==> src/rtl/bip_fetch_unit.sv <==
// Instruction fetch/sequencer for the BIP accumulator CPU: owns the PC, reads the synchronous
// program ROM and hands each latched word to the decoder with a one-cycle valid strobe.
module bip_fetch_unit #(
   parameter int unsigned PC_WIDTH  = 11,
   parameter int unsigned OP_WIDTH  = 5,
   parameter int unsigned CNT_WIDTH = 16
) (
   input  logic                         i_clock,
   input  logic                         i_reset,
   input  logic                         i_start,
   input  logic                         i_step_mode,
   input  logic                         i_step,
   input  logic                         i_WrPC,
   input  logic [OP_WIDTH+PC_WIDTH-1:0] i_prog_data,
   output logic [PC_WIDTH-1:0]          o_prog_addr,
   output logic [OP_WIDTH-1:0]          o_OPcode,
   output logic [PC_WIDTH-1:0]          o_operand,
   output logic                         o_instr_valid,
   output logic                         o_busy,
   output logic                         o_halted,
   output logic [CNT_WIDTH-1:0]         o_instr_count
);

   localparam int unsigned InstrWidth = OP_WIDTH + PC_WIDTH;

   typedef enum logic [2:0] {
      StIdle,
      StFetch,
      StLatch,
      StExec,
      StStepWait,
      StHalted
   } state_e;

   state_e                r_state, w_state_d;
   logic [PC_WIDTH-1:0]   r_pc, w_pc_d;
   logic [InstrWidth-1:0] r_instr, w_instr_d;
   logic [CNT_WIDTH-1:0]  r_count, w_count_d;
   logic                  w_is_halt;

   assign w_is_halt = (r_instr[InstrWidth-1 -: OP_WIDTH] == '0);

   always_ff @(posedge i_clock or posedge i_reset) begin
      if (i_reset) begin
         r_state <= StIdle;
         r_pc    <= '0;
         r_instr <= '0;
         r_count <= '0;
      end else begin
         r_state <= w_state_d;
         r_pc    <= w_pc_d;
         r_instr <= w_instr_d;
         r_count <= w_count_d;
      end
   end

   always_comb begin
      w_state_d = r_state;
      w_pc_d    = r_pc;
      w_instr_d = r_instr;
      w_count_d = r_count;
      unique case (r_state)
         StIdle, StHalted: begin
            // A (re)start clears PC and count on the same edge that enters FETCH.
            if (i_start) begin
               w_pc_d    = '0;
               w_count_d = '0;
               w_state_d = StFetch;
            end
         end
         StFetch: w_state_d = StLatch;
         StLatch: begin
            w_instr_d = i_prog_data;
            w_state_d = StExec;
         end
         StExec: begin
            if (r_count != '1) begin
               w_count_d = r_count + CNT_WIDTH'(1);
            end
            if (w_is_halt) begin
               w_state_d = StHalted;
            end else begin
               if (i_WrPC) begin
                  w_pc_d = r_pc + PC_WIDTH'(1);
               end
               w_state_d = i_step_mode ? StStepWait : StFetch;
            end
         end
         StStepWait: begin
            if (i_step) begin
               w_state_d = StFetch;
            end
         end
         default: w_state_d = StIdle;
      endcase
   end

   assign o_prog_addr   = r_pc;
   assign o_OPcode      = r_instr[InstrWidth-1 -: OP_WIDTH];
   assign o_operand     = r_instr[PC_WIDTH-1:0];
   assign o_instr_valid = (r_state == StExec);
   assign o_busy        = (r_state == StFetch) || (r_state == StLatch) ||
                          (r_state == StExec)  || (r_state == StStepWait);
   assign o_halted      = (r_state == StHalted);
   assign o_instr_count = r_count;

endmodule

==> config.mk <==
export PLATFORM = sky130hd
export DESIGN_NAME = bip_fetch_unit
export DESIGN_NICKNAME = d
export VERILOG_FILES = /design/src/rtl/bip_fetch_unit.sv
export SDC_FILE = /design/constraint.sdc
export NUM_CORES = 1
export LEC_CHECK = 0
export ABC_CLOCK_PERIOD_IN_PS = 2400
export BUFFER_PORTS_ARGS = -buffer_cell sky130_fd_sc_hd__buf_2
export CAP_MARGIN = 20
export CORE_MARGIN = 2
export CORE_UTILIZATION = 52
export CTS_CLUSTER_DIAMETER = 80
export CTS_CLUSTER_SIZE = 20
export DETAILED_ROUTE_END_ITERATION = 7
export PLACE_DENSITY = 0.86
export SLEW_MARGIN = 20
export SYNTH_ARGS = -nofsm -noshare
export SYNTH_HDL_FRONTEND = slang
export SYNTH_SLANG_ARGS = --single-unit
==> constraint.sdc <==
create_clock -name i_clock -period 2.4 [get_ports i_clock]
set_input_delay 0.24 -clock i_clock [delete_from_list [all_inputs] [get_ports i_clock]]
set_output_delay 0.24 -clock i_clock [all_outputs]
set_load 0.005 [all_outputs]
==> summary.md <==
| Metric | Value |
|---|---|
| Status | `completed` |
| Initial antenna violation count | `0` |
| Switching Share | `0.3772` |
| First-pass DRT Iterations | `4` |
| Core area | `4384 um^2` |
| Post-detail-place hpwl | `around 3600 um` |
| Worst ir drop on vdd | `approximately 0.00069 V` |
| Via density | `5.856` |
| P_leak | `about 0.0014 uW` |
| Initial cell density of the core | `0.5459` |
| Synthesis-stage register bit count | `46` |
| Place WS | `approximately 380 ps` |
| DRT antenna net count | `0` |
| Slew margin rel. | `0.3805` |
| Final Skew | `4.597 ps` |
| Clock power frac | `0.162` |
| Unique masters post-synth | `55` |
| Setup TNS | `0 ps` |
| Critical path endpoint category | `flip-flop` |
| Pin count of the biggest net entering global routing | `between 40 and 50` |
| DRC errors left | `0` |
| Post-synthesis cell count | `between 200 and 250` |
| Total CTS buffers | `5` |
| First-pass GRT wire length | `between 8000 and 9000 um` |
| H-Tree Depth | `2` |
| Cell area after synthesis | `between 2000 and 2500 um^2` |
| Yosys warns | `0` |
| Post-synthesis async set-or-reset flop share | `1.000` |
| Endpoints failing setup | `0` |
| Worst-margin pin slew | `about 930 ps` |
| Root Buffer | `clkbuf_8` |
| Sw power | `about 1100 uW` |
| Combinational power share | `0.397` |
| CP Data Required Time | `~2600 ps` |
| Total Routed Length | `5036 um` |
| Startpoint Class | `flip-flop` |
| Die area | `5162 um^2` |
| Reg2reg start | `r_state[0]$_DFFE_PP0P_` |
| Final Slew Violations | `0` |
| Area leader, netlist | `dfrtp_1` |
| Top cell type's share of synthesized area | `0.4809` |
| Drt initial violations | `206` |
| CTS tree | `done` |
| Tcrit/Tclk final | `0.8527` |
| Nets | `roughly 310` |
| Placed Area | `roughly 2700 um^2` |
| GR Overflow Total | `0` |
| RSZ-0062 raised after global routing | `no` |
| Min Tclk post-route | `2047 ps` |
| Cell Pwr Density | `1047 nW/um^2` |
| Clk buf depth | `2` |
| Number of diodes | `0` |
| # rows | `24` |
| Worst Setup SP | `r_state[0]$_DFFE_PP0P_` |
| Max_cap viols | `0` |
| P_int | `about 1800 uW` |
| Cell area after layout | `approximately 2800 um^2` |
| Die width | `about 72 um` |
| Final Hold Slack | `between 100 and 150 ps` |
| Die Y-Extent | `71.85 um` |
| Fraction of layout cells with a size suffix above 1 | `0.3564` |
| Max Fanout on Critical Path | `26` |
| CTS sink cnt | `46` |
| Synthesis-to-finish area growth | `18.03%` |
| EDFF count, synth | `0` |
| # resized after CTS | `0` |
| HP Class | `input port to asynchronous set/reset pin` |
| I/O Buffers | `67` |
| Total GRT Usage | `0.2135` |
| Overall Power | `2958 uW` |
| CP Class | `flip-flop to flip-flop` |
| Clock latency on the worst-skew pair | `290 ps` |
| Critical path arrival | `around 2300 ps` |
| CTS Hold Buffers Added | `0` |
| Register share of total power | `0.440` |
| Mean cell area of the mapped netlist | `roughly 11 um^2` |
| Setup ws final | `353.4 ps` |
| Max Freq | `488.6 MHz` |
| Cells taking the most area after synthesis | `dfrtp_1 (48%), mux2_2 (7.5%), a21oi_1 (2.5%)` |
| Syn_nets | `248` |
| Gpl congestion | `between 0.8 and 0.9` |
| IO Pins | `between 60 and 70` |
| Post-CTS setup buffers | `0` |
| Register area share after synthesis | `0.4809` |
| Vias in the first global route | `1,960` |
| Fin. Hold Viols | `0` |
| CTS clk-pin slew, worst paths | `~80 ps` |
| Vias | `1,997` |
| Drt wl/cell | `between 10 and 15 um` |
| Synth Flop Type | `dfrtp_1` |
==> critical path, cell delays in order (launching register included) <==
cell and delay [ps]:
dfrtp_1 610, nand3b_4 260, clkinv_4 230, o2111ai_4 200, or4_1 510, a21oi_1 160
==> Yosys cell counts (all sizes together), types with 4 or more instances <==
cell	instances
a31oi	8
o211ai	5
inv	7
nor2	13
and3	6
nand3	5
buf	8
nand2	16
nand4	5
clkbuf	4
or3	6
dfrtp	46
o21ai	13
and4	4
mux2	16
a21oi	13
==> registers in the layout (all words and copies together), names as in the netlist <==
name / cells
o_instr_count: 16
r_instr: 16
o_prog_addr: 11
r_state: 3
==> path summary, 6_finish.rpt <==
kind	depth (start not counted)	slack [ps]	endpoint
max	5	350	o_prog_addr[10]$_DFFE_PP0P_
min	2	140	r_instr[11]$_DFFE_PP0N_
max reg2reg	5	350	o_prog_addr[10]$_DFFE_PP0P_
min reg2reg	1	500	o_instr_count[6]$_DFFE_PP0P_
max in group asynchronous	2	1670	o_instr_count[1]$_DFFE_PP0P_
min in group i_clock	2	170	r_instr[11]$_DFFE_PP0N_
==> layout by cell type (no fill, tap or decap), types with 2 or more instances in the layout <==
master	n
nand2b_1	2
buf_2	67
and3_1	6
a31oi_1	8
o211ai_1	5
mux2i_1	2
and2_1	2
nor3_1	2
o22a_1	2
o21ai_0	12
inv_1	6
and4_1	4
or3_1	6
mux2_2	16
nor2_1	13
o31ai_1	2
dfrtp_1	46
nand4_1	4
nor3b_1	2
a21oi_1	12
a211o_1	3
a41oi_1	2
ha_1	2
xor2_1	2
nand2_1	16
xnor2_1	2
buf_4	2
clkbuf_8	6
or4_1	3
nand3_1	5
==> logic make-up (layout without fill, tap and decap cells) <==
family | after synthesis | in the layout | synth area share
compound gates | 61 | 61 | 0.1809
mux | 18 | 18 | 0.08364
buf+inv | 20 | 85 | 0.04600
simple gates | 72 | 72 | 0.1767
fa+ha+maj | 2 | 2 | 0.01045
xor+xnor | 5 | 5 | 0.02144
flops | 46 | 46 | 0.4809
==> metrics by stage <==
step / utilization / cells
floorplan: - / 224
global placement: 0.6236 / 333
detailed placement: 0.6236 / 333
CTS: 0.6444 / 341
global route: 0.6444 / 341
finish: 0.6444 / 341
==> power groups by stage <==
| stage | clock network (uW) | registers, uW | logic (uW) |
|---|---|---|---|
| floorplan | 0 | 1240 | 874 |
| global placement | 0 | 1300 | 1140 |
| detailed placement | 0 | 1310 | 1190 |
| CTS | 489 | 1300 | 1190 |
| global route | 518 | 1360 | 1300 |
| finish | 480 | 1300 | 1180 |
==> routing by layer <==
layer	vias up	global-route usage	share of wire
met5	-	0	0
met4	0	0.06080	0.011
met3	6	0.05907	0.060
met2	53	0.3539	0.50
met1	973	0.2757	0.43
li1	965	-	-
==> final cells by class <==
type	instances	area, um^2
fillers	379	1559
flip-flops and latches	46	1151
multi-input cells	158	1132
repair buffers	69	350.3
clock buffers	7	86.33
well taps	52	65.06
inverters	8	35.03
clock inverters	1	5.005
(Power assumes the default switching activity.)
